--- config.mk ---
export PLATFORM = sky130hd
export DESIGN_NAME = alarm_melody_pwm
export DESIGN_NICKNAME = d
export VERILOG_FILES = /design/src/rtl/alarm_melody_pwm.sv
export SDC_FILE = /design/constraint.sdc
export NUM_CORES = 1
export LEC_CHECK = 0
export BUFFER_PORTS_ARGS = -buffer_cell sky130_fd_sc_hd__clkbuf_2
export CORE_AREA = 3 3 91 93
export DETAILED_ROUTE_END_ITERATION = 8
export DIE_AREA = 0 0 94 96
export PLACE_DENSITY = 0.66
export REMOVE_ABC_BUFFERS = 1
export SLEW_MARGIN = 20
export SYNTH_ARGS = -nofsm -noshare
export SYNTH_HDL_FRONTEND = slang
export SYNTH_SLANG_ARGS = --single-unit
--- constraint.sdc ---
create_clock -name pclk_i -period 6.85 [get_ports pclk_i]
set_clock_uncertainty 0.1 [all_clocks]
set_input_delay 0 -clock pclk_i [delete_from_list [all_inputs] [get_ports pclk_i]]
set_output_delay 0 -clock pclk_i [all_outputs]
set_load 0.03 [all_outputs]
--- src/rtl/alarm_melody_pwm.sv ---
// ---------------------------------------------------------------------------
// alarm_melody_pwm
//
// Audio back-end for the alarm clock. While alarm_i is high it plays an
// 8-note melody from a small ROM, each note sounding for NOTE_CYCLES and
// followed by GAP_CYCLES of silence, looping until the alarm clears or the
// user silences it with off_i. Silencing lasts for the rest of the alarm
// event. The tone square wave is gated by a volume PWM carrier.
//
// Ports:
//   pclk_i      in   clock
//   presetn_i   in   asynchronous active-low reset
//   alarm_i     in   alarm-active level from the alarm core
//   off_i       in   silence request (pulse or level)
//   volume_i    in   PWM duty, 0 = silent
//   aud_pwm_o   out  registered audio PWM output
//   aud_sd_o    out  registered amplifier enable, 1 = on
//   playing_o   out  high while the melody is in a note or gap
//   note_idx_o  out  current melody ROM index
// ---------------------------------------------------------------------------
module alarm_melody_pwm #(
    parameter int NOTE_CYCLES = 5000000,
    parameter int GAP_CYCLES  = 500000,
    parameter int PWM_BITS    = 8,
    parameter int TONE_SHIFT  = 0
) (
    input  logic                pclk_i,
    input  logic                presetn_i,
    input  logic                alarm_i,
    input  logic                off_i,
    input  logic [PWM_BITS-1:0] volume_i,
    output logic                aud_pwm_o,
    output logic                aud_sd_o,
    output logic                playing_o,
    output logic [2:0]          note_idx_o
);

    localparam int CNT_MAX = (NOTE_CYCLES > GAP_CYCLES) ? NOTE_CYCLES : GAP_CYCLES;
    localparam int CNT_W   = (CNT_MAX > 1) ? $clog2(CNT_MAX) : 1;

    typedef enum logic [1:0] {
        IDLE  = 2'd0,
        PLAY  = 2'd1,
        GAP   = 2'd2,
        MUTED = 2'd3
    } state_t;

    state_t              state;
    logic [CNT_W-1:0]    phase_cnt;   // cycles spent in the current note or gap
    logic [15:0]         tone_cnt;
    logic                tone_phase;
    logic [PWM_BITS-1:0] carrier;
    logic [15:0]         hp;
    logic                pwm_on;

    // Half-period in clock cycles for each melody step; 0 marks a rest.
    function automatic logic [15:0] rom_half_period(input logic [2:0] idx);
        case (idx)
            3'd0:    return 16'd47778;  // C5
            3'd1:    return 16'd37921;  // E5
            3'd2:    return 16'd31888;  // G5
            3'd3:    return 16'd23889;  // C6
            3'd4:    return 16'd0;      // rest
            3'd5:    return 16'd31888;
            3'd6:    return 16'd37921;
            default: return 16'd47778;
        endcase
    endfunction

    assign hp        = rom_half_period(note_idx_o) >> TONE_SHIFT;
    assign pwm_on    = (carrier < volume_i);
    assign playing_o = (state == PLAY) || (state == GAP);

    // NOTE: every flop in this block, state and datapath alike, uses non-blocking
    // assignments so all registers update from the same pre-edge values.
    always_ff @(posedge pclk_i or negedge presetn_i) begin
        if (!presetn_i) begin
            state      <= IDLE;
            phase_cnt  <= '0;
            tone_cnt   <= '0;
            tone_phase <= 1'b0;
            carrier    <= '0;
            note_idx_o <= '0;
            aud_pwm_o  <= 1'b0;
            aud_sd_o   <= 1'b0;
        end else begin
            carrier   <= carrier + 1'b1;
            aud_pwm_o <= 1'b0;

            if (state == IDLE) begin
                if (alarm_i && off_i) begin
                    // Alarm and silence arriving together: never make a sound.
                    state <= MUTED;
                end else if (alarm_i) begin
                    state      <= PLAY;
                    aud_sd_o   <= 1'b1;
                    note_idx_o <= '0;
                    phase_cnt  <= '0;
                    tone_cnt   <= '0;
                    tone_phase <= 1'b1;
                end
            end else if (off_i || !alarm_i) begin
                // Silence request wins over alarm clear; both drop everything.
                state      <= off_i ? MUTED : IDLE;
                aud_sd_o   <= 1'b0;
                note_idx_o <= '0;
                phase_cnt  <= '0;
                tone_cnt   <= '0;
                tone_phase <= 1'b0;
            end else begin
                case (state)
                    PLAY: begin
                        aud_pwm_o <= (hp != 16'd0) && tone_phase && pwm_on;
                        if (hp != 16'd0) begin
                            if (tone_cnt == hp - 16'd1) begin
                                tone_cnt   <= '0;
                                tone_phase <= ~tone_phase;
                            end else begin
                                tone_cnt <= tone_cnt + 16'd1;
                            end
                        end
                        if (phase_cnt == CNT_W'(NOTE_CYCLES - 1)) begin
                            state     <= GAP;
                            phase_cnt <= '0;
                        end else begin
                            phase_cnt <= phase_cnt + 1'b1;
                        end
                    end
                    GAP: begin
                        if (phase_cnt == CNT_W'(GAP_CYCLES - 1)) begin
                            state      <= PLAY;
                            phase_cnt  <= '0;
                            note_idx_o <= note_idx_o + 3'd1;
                            tone_cnt   <= '0;
                            tone_phase <= 1'b1;
                        end else begin
                            phase_cnt <= phase_cnt + 1'b1;
                        end
                    end
                    default: begin
                        // MUTED with the alarm still high: hold until it clears.
                        state <= MUTED;
                    end
                endcase
            end
        end
    end

endmodule

==> results of run 1 <==
==> synth_stat cells (5+ instances only) <==
cell type,number
xor2_1,13
dfrtp_1,55
or4_1,5
clkbuf_1,8
and3_1,14
ha_1,21
xnor2_1,19
a31oi_1,8
o21ai_0,24
inv_1,22
nor4_1,6
nand2_1,42
nand3_1,27
nor2b_1,10
nor3_1,10
a21oi_1,10
nor2_2,10
nor2_1,33
a21o_1,6
nand2b_1,7
==> metrics by stage <==
step / utilization [%] / worst slack (ns)
detailed placement: 51.5 / 2.16
finish: 53.4 / 2.11
CTS: 53.4 / 2.16
global route: 53.4 / 1.87
global placement: 51.5 / 2.43
floorplan: - / 2.66
==> power breakdown <==
| group | switching (mW) | internal, mW | total (mW) |
|---|---|---|---|
| logic | 0.0957 | 0.0438 | 0.140 |
| registers | 0.0108 | 0.334 | 0.344 |
| clock network | 0.114 | 0.0829 | 0.197 |
==> per-layer routing <==
| layer | part of all wire, % | vias to the layer above |
|---|---|---|
| met5 | 0 | - |
| met4 | 2.4 | 0 |
| met3 | 3.1 | 13 |
| met2 | 48 | 46 |
| met1 | 46 | 1506 |
| li1 | - | 1562 |
==> cells by family after synthesis <==
family	after synthesis	share of synthesized area, %
compound gates	81	14.4
xor+xnor	32	7.43
fa+ha+maj	22	7.23
buf+inv	36	4.28
flops	55	36.5
mux	6	1.82
simple gates	198	28.3
==> state kept, by name, summed over array words and instances (netlist names) <==
name,flops
tone_cnt,16
phase_cnt,23
note_idx_o,3
carrier,8
aud_pwm_o,1
aud_sd_o,1
tone_phase,1
state,2
==> worst register-to-register path, cell delays in order (launching register included) <==
cell	delay [ns]
dfrtp_1	0.78
inv_1	0.19
ha_1	0.46
nor3_2	0.43
nand2_1	0.10
ha_1	0.31
xor2_1	0.24
or4_1	0.52
a31oi_1	0.18
a221oi_1	0.09
or4_4	0.49
a21oi_2	0.59
nor2_1	0.12
==> final cells by class <==
cell class                 instances  area (um^2)  share of cell area [%]
inverter                          22         82.6                    2.03
clock inverter                     2         16.3                   0.401
tap                              102          128                    3.14
clock buffer                       6         82.6                    2.03
timing repair buffer              23          140                    3.45
multi-input combinational        339         2230                    55.0
sequential                        55         1380                    33.9
==> final timing paths <==
check | to | slack (ns) | cells after the start
min in group asynchronous | note_idx_o[2] | 0.25 | 3
worst max-delay path | tone_cnt[2] | 2.11 | 12
worst min register to register | carrier[7] | 0.40 | 1
worst max register to register | tone_cnt[2] | 2.11 | 12
worst min-delay path | state[0] | 0.02 | 3
max in group asynchronous | phase_cnt[9] | 5.92 | 3
==> flow_summary.yaml, run 1 <==
clock_network:
  cts_hold_buf: 4
  cts_buffer_depth: 2
  cts_sinks: 55
  htreeDepth: 2
  ctsResizeCount: 0
  cts_tree: "yes"
  clock_latency_ns: 0.32
  cts-buffers-inserted: 5
  cts.clk_slew.worst_paths_ns: 0.11
  cts-root-buf: "clkbuf_8"
  postCtsSetupBuffers: 0
synthesis:
  synth_warnings: 0
  synth_top_area_share_pct: 36.5
  synth.top_cells.by_area: "dfrtp_1, ha_1, xnor2_1"
  synth-edff-count: 0
  ys_seq_area_share_pct: 36.5
  ys_types: 60
  yosysTopAreaCell: "dfrtp_1"
  ys.flop_type: "dfrtp_1"
  ys_ff_latch: 55
  syn_inst: 430
  async_reset_ff_share_pct: 100
  synth_area_mm2: 0.00377
  syn_avg_cell_area_um2: 8.77
worst_setup_path:
  r2r_start: "note_idx_o[2]"
  crit_chain: "inv_1 > ha_1 > nor3_2 > nand2_1 > ha_1 > xor2_1 > or4_1 > a31oi_1 > a221oi_1 > or4_4 > a21oi_2 > nor2_1"
  critPathCaptureType: "register"
  worst_path_largest_cell_delay_ns: 0.78
  crit_start: "note_idx_o[2]"
  crit_path_frequent_cell: "ha_1"
  cp_max_fo: 20
  critPathBufInv: 1
  crit_type: "register to register"
  arrival_ns: 4.82
  start_kind: "register"
  crit_family: "simple AND/OR/NAND/NOR gates"
  critPathRequiredTime_ns: 6.93
  cp_slowest_cell: "dfrtp_1"
pwr:
  total_power_mw: 0.681
  p_per_area_mw_per_mm2: 168
  power_leakage_nw: 1.73
  irDropWorstVdd_mv: 0.159
placed_design:
  gp_congestion: 0.958
  port-buffer-count: 17
  postPlaceCellArea_mm2: 0.00392
  post-dp-hpwl_um: 6130
  place_inst: 537
global_route:
  grt_pass1_vias: 3112
  grt-busiest-layer: "met2"
  grt_max_degree: 56
  grt_util_met2_pct: 35.0
  met1_usage_pct: 25.1
  grt_use_total_pct: 20.1
  grt_pass1_wl_um: 14400
  antenna_found_initial: 0
  overflow: 0
  met3_usage_pct: 3.44
final_layout:
  fin_area_mm2: 0.00406
  fin_cells: 549
  drive_above_1_share_pct: 12.1
  nFillCells: 712
  mostFrequentLayoutCell: "dfrtp_1"
  final_nets: 479
  area_delta_synth_final_pct: 7.63
  antenna_cells: 0
  layout_common_cells: "dfrtp_1, nand2_1, nor2_1"
worst_hold_path:
  hold_path_class: "primary input to register"
  worstHoldStart: "off_i"
flow_run:
  maxCapViolCount: 0
sta:
  slew_headroom_pct: 45.2
  finalSetupViolCount: 0
  finalCriticalPeriod_ns: 4.74
  setup-tns-final_ns: 0
  rsz0062_at_grt: "no"
  hold_viol: 0
  worst_pin_slew_ns: 0.821
  drv_slew: 0
  holdWs_ns: 0.0250
  period_share_pct: 69.2
  fmax_mhz: 211
routing:
  vias_per_cell: 5.70
  vias: 3127
  drt-initial-drc-count: 168
  wl_um: 8450
  drtPass1Iterations: 4
  detail_route.drc_violations: 0
  final_antenna_net_count: 0
  routedWlPerCell_um: 15.4
die:
  core_mm2: 0.00761
  die-area_mm2: 0.00902
  rows: 32
  start_util_pct: 49.6
  dieHeight_um: 96
  ios: 18
  fp.dieW_um: 94
status:
  outcome: "complete, no violations"
No activity file was read; power rests on OpenSTA's default activity.
==> run 2: changes to the inputs <==
- PLACE_DENSITY: 0.66 -> 0.69
- clock period: 6.85 -> 4.25 ns (I/O delays scaled with it)
==> run 2 against run 1 <==
Clock power is 73% higher. Largest power group unchanged. Sequential share of layout area is 0.42 points lower. Global-route usage is 0.79 points lower. Critical path type unchanged. Sequential power is 61% higher. Non-clock buffer count is 6 higher. Die area stayed put. Combinational power is 66% higher. Fmax is 23% higher. Power is 65% higher.
==> flow_summary.yaml, run 2 (synthesis gave the netlist of run 1 again) <==
status:
  outcome: "complete, no violations"
global_route:
  grt_pass1_vias: 2896
  grt_use_total_pct: 19.3
  grt_max_degree: 56
  met3_usage_pct: 2.74
  met1_usage_pct: 26.0
  antenna_found_initial: 0
  overflow: 0
  grt_pass1_wl_um: 13800
  grt-busiest-layer: "met2"
  grt_util_met2_pct: 31.8
clock_network:
  cts-root-buf: "clkbuf_8"
  clock_latency_ns: 0.31
  cts.clk_slew.worst_paths_ns: 0.10
  cts_buffer_depth: 2
  postCtsSetupBuffers: 0
  cts-buffers-inserted: 5
  cts_sinks: 55
  htreeDepth: 2
  cts_tree: "yes"
routing:
  drt-initial-drc-count: 114
  routedWlPerCell_um: 14.8
  detail_route.drc_violations: 0
  wl_um: 8170
  vias_per_cell: 5.67
  drtPass1Iterations: 4
  final_antenna_net_count: 0
  vias: 3139
worst_setup_path:
  critPathCaptureType: "register"
  crit_type: "register to register"
  arrival_ns: 3.96
  start_kind: "register"
  critPathRequiredTime_ns: 4.36
  cp_max_fo: 16
  rr_worst_depth: 13
final_layout:
  largest_reg_flops: 23
  drive_above_1_share_pct: 12.6
  multi_input_area_mm2: 0.00223
  antenna_cells: 0
  layout_common_cells: "dfrtp_1, nand2_1, nor2_1"
  nFillCells: 734
  final_nets: 485
  reg_top3: "phase_cnt x23, tone_cnt x16, carrier x8"
  area_delta_synth_final_pct: 8.99
  mostFrequentLayoutCell: "dfrtp_1"
  regMostFlops: "phase_cnt"
  register_area_mm2: 0.00138
  utilization_pct: 54.0
sta:
  finalCriticalPeriod_ns: 3.86
  fmax_mhz: 259
  rsz0062_at_grt: "no"
  worst_pin_slew_ns: 0.802
  period_share_pct: 90.7
  setup-tns-final_ns: 0
  finalSetupViolCount: 0
  hold_viol: 0
  slew_headroom_pct: 46.5
  drv_slew: 0
die:
  dieHeight_um: 96
  die-area_mm2: 0.00902
  fp.dieW_um: 94
  ios: 18
  start_util_pct: 49.6
  core_mm2: 0.00761
  rows: 32
pwr:
  p_per_area_mw_per_mm2: 274
  irDropWorstVdd_mv: 0.230
  power_leakage_nw: 1.76
placed_design:
  post-dp-hpwl_um: 6010
  port-buffer-count: 17
  gp_congestion: 0.888
worst_hold_path:
  hold_path_class: "primary input to register"
  hold_depth: 4
flow_run:
  maxCapViolCount: 0
## run 2: cell types whose count changed in the layout (fill, tap and decap cells not counted)
cell | before | now
clkinvlp_4 | 1 | 0
bufinv_16 | 0 | 1
dlygate4sd3_1 | 4 | 5
clkinv_4 | 1 | 0
buf_4 | 2 | 7
clkbuf_8 | 6 | 5
clkbuf_1 | 0 | 1
## run 2: cell type report
cell class | count | share of cell area [%]
repair buffers | 29 | 4.56
multi-input cells | 339 | 54.4
well taps | 102 | 3.10
clock inverters | 1 | 0.730
flip-flops and latches | 55 | 33.5
inverters | 22 | 2.01
clock buffers | 6 | 1.77
## run 2: per-stage QoR
stage	area (um^2)	hold WS [ns]	setup slack [ns]	cells	power, mW
final	4110	0.0964	0.394	554	1.13
after detailed placement	3960	0.0795	0.388	542	0.790
after global placement	3960	0.0726	0.529	542	0.787
after CTS	4110	0.0828	0.381	554	1.14
after floorplan	3690	-0.396	0.0625	416	0.714
after global routing	4110	0.134	0.166	554	1.19
## run 2: repair_timing
action	CTS	global route
endpoints found under the setup margin	0	0
gates resized for setup	0	0
hold endpoints to repair	58	0
hold buffers	5	0
## run 2: final timing paths
kind,endpoint,slack [ns],startpoint
setup reg to reg,tone_cnt[2],0.39,note_idx_o[0]
min in group asynchronous,tone_cnt[9],0.24,presetn_i
setup / recovery,tone_cnt[2],0.39,note_idx_o[0]
hold reg to reg,carrier[7],0.39,carrier[7]
max in group asynchronous,phase_cnt[13],3.33,presetn_i
hold / removal,state[1],0.1,off_i
## run 2: per-layer routing
metal / vias up / wire (um)
met1: 1505 / 3980
met3: 14 / 214
met4: 0 / 171
met2: 47 / 3810
met5: - / 0
li1: 1573 / -
## run 2: worst max-delay path: stages (launching register included)
cell	delay [ns]
dfrtp_1	0.44
inv_1	0.10
ha_1	0.47
mux2_2	0.29
nor2_1	0.05
ha_1	0.30
and3_1	0.29
and2_1	0.21
nor3_1	0.31
o32ai_1	0.19
or4_4	0.57
a21oi_2	0.15
buf_4	0.23
nor2_1	0.07
## run 2: report_power, final
| part | internal [mW] | switching, mW | leakage [nW] | total [mW] |
|---|---|---|---|---|
| sequential | 0.538 | 0.0162 | 0.745 | 0.554 |
| combinational | 0.0774 | 0.155 | 0.967 | 0.232 |
| clock | 0.173 | 0.167 | 0.0513 | 0.340 |
==> run 3: changes to the inputs <==
- CTS_BUF_LIST: not set -> sky130_fd_sc_hd__clkbuf_4
==> run 3 against run 2 <==
Power down 4.6%. Critical endpoint unchanged. Largest cell class unchanged. Highest routed layer unchanged. Clock power down 16%. Critical path depth unchanged.
==> flow_summary.yaml, run 3 (synthesis gave the netlist of run 1 again) <==
placed_design:
  place_inst: 542
  post-dp-hpwl_um: 6010
  port-buffer-count: 17
  gp_congestion: 0.888
  dpl_worst_slack_ns: 0.388
  postPlaceCellArea_mm2: 0.00396
final_layout:
  reg_top3: "phase_cnt x23, tone_cnt x16, carrier x8"
  fin_cells: 555
  fin_area_mm2: 0.00409
  antenna_cells: 0
  largest_reg_flops: 23
  mostFrequentLayoutCell: "dfrtp_1"
  multi_input_area_mm2: 0.00223
  register_area_mm2: 0.00138
  area_delta_synth_final_pct: 8.52
  layout_common_cells: "dfrtp_1, nand2_1, nor2_1"
  drive_above_1_share_pct: 12.8
  final_nets: 486
  regMostFlops: "phase_cnt"
  nFillCells: 739
  utilization_pct: 53.8
pwr:
  total_power_mw: 1.07
  p_per_area_mw_per_mm2: 262
  irDropWorstVdd_mv: 0.198
  power_leakage_nw: 1.76
routing:
  routedWlPerCell_um: 14.6
  drt-initial-drc-count: 112
  vias: 3158
  vias_per_cell: 5.69
  wl_um: 8120
  detail_route.drc_violations: 0
  final_antenna_net_count: 0
  drtPass1Iterations: 4
die:
  fp.dieW_um: 94
  die-area_mm2: 0.00902
  start_util_pct: 49.6
  dieHeight_um: 96
  core_mm2: 0.00761
  rows: 32
  ios: 18
sta:
  layout_setup_ws_ns: 0.325
  drv_slew: 0
  setup-tns-final_ns: 0
  holdWs_ns: 0.161
  worst_pin_slew_ns: 0.798
  rsz0062_at_grt: "no"
  finalCriticalPeriod_ns: 3.93
  finalSetupViolCount: 0
  fmax_mhz: 255
  period_share_pct: 92.4
  slew_headroom_pct: 46.7
  hold_viol: 0
clock_network:
  clock_latency_ns: 0.38
  ctsResizeCount: 0
  cts_sinks: 55
  htreeDepth: 2
  cts-buffers-inserted: 5
  cts-root-buf: "clkbuf_4"
  cts.clk_slew.worst_paths_ns: 0.15
  cts_buffer_depth: 2
  cts_tree: "yes"
flow_run:
  maxCapViolCount: 0
global_route:
  grt_max_degree: 56
  antenna_found_initial: 0
  overflow: 0
  grt_use_total_pct: 19.3
  grt_pass1_wl_um: 13800
  grt_pass1_vias: 2910
worst_setup_path:
  start_kind: "register"
  arrival_ns: 4.11
  crit_type: "register to register"
  r2r_start: "note_idx_o[0]"
  r2r_slack_ns: 0.32
  critPathRequiredTime_ns: 4.43
  cp_max_fo: 16
  rr_worst_depth: 13
  regToRegEndpoint: "tone_cnt[2]"
  critPathCaptureType: "register"
status:
  outcome: "complete, no violations"
worst_hold_path:
  hold_path_class: "primary input to async pin"
run 3: changes by cell type in the layout (fill, tap and decap cells not counted), sizes merged:
cell         change
dlygate4sd3      +1
run 3: worst max path at each step:
stage	start	end
global route	note_idx_o[0]	tone_cnt[2]
floorplan	note_idx_o[2]	tone_cnt[2]
CTS	note_idx_o[0]	tone_cnt[2]
finish	note_idx_o[0]	tone_cnt[2]
detailed placement	note_idx_o[0]	tone_cnt[2]
global placement	note_idx_o[0]	tone_cnt[2]
run 3: repair_timing:
action / in CTS / in global routing
buffers inserted: 0 / 0
hold buffers: 6 / 0
endpoints found under the hold margin: 59 / 0
run 3: layout make-up:
type	count	area share, %
repair buffers	30	4.83
inverters	22	2.02
clock inverters	1	0.733
multi-input cells	339	54.6
clock buffers	6	1.10
well taps	102	3.12
flip-flops and latches	55	33.6
run 3: worst max-delay path, stage by stage (launching register included):
cell     delay [ns]
dfrtp_1        0.46
inv_1          0.10
ha_1           0.50
mux2_2         0.29
nor2_1         0.05
ha_1           0.30
and3_1         0.28
and2_1         0.21
nor3_1         0.32
o32ai_1        0.19
or4_4          0.57
a21oi_2        0.15
buf_4          0.23
nor2_1         0.07
run 3: per-layer routing:
layer / track usage (%) / routed length, um / up-vias
met5: 0 / 0 / -
met4: 7.10 / 201 / 0
met3: 2.50 / 245 / 15
met2: 32.1 / 3810 / 42
met1: 25.9 / 3860 / 1528
li1: - / - / 1573
run 3: power breakdown:
part | leakage (nW) | total (mW) | switching (mW) | internal [mW]
Clock | 0.0417 | 0.287 | 0.160 | 0.128
Combinational | 0.971 | 0.232 | 0.154 | 0.0779
Sequential | 0.745 | 0.554 | 0.0162 | 0.538
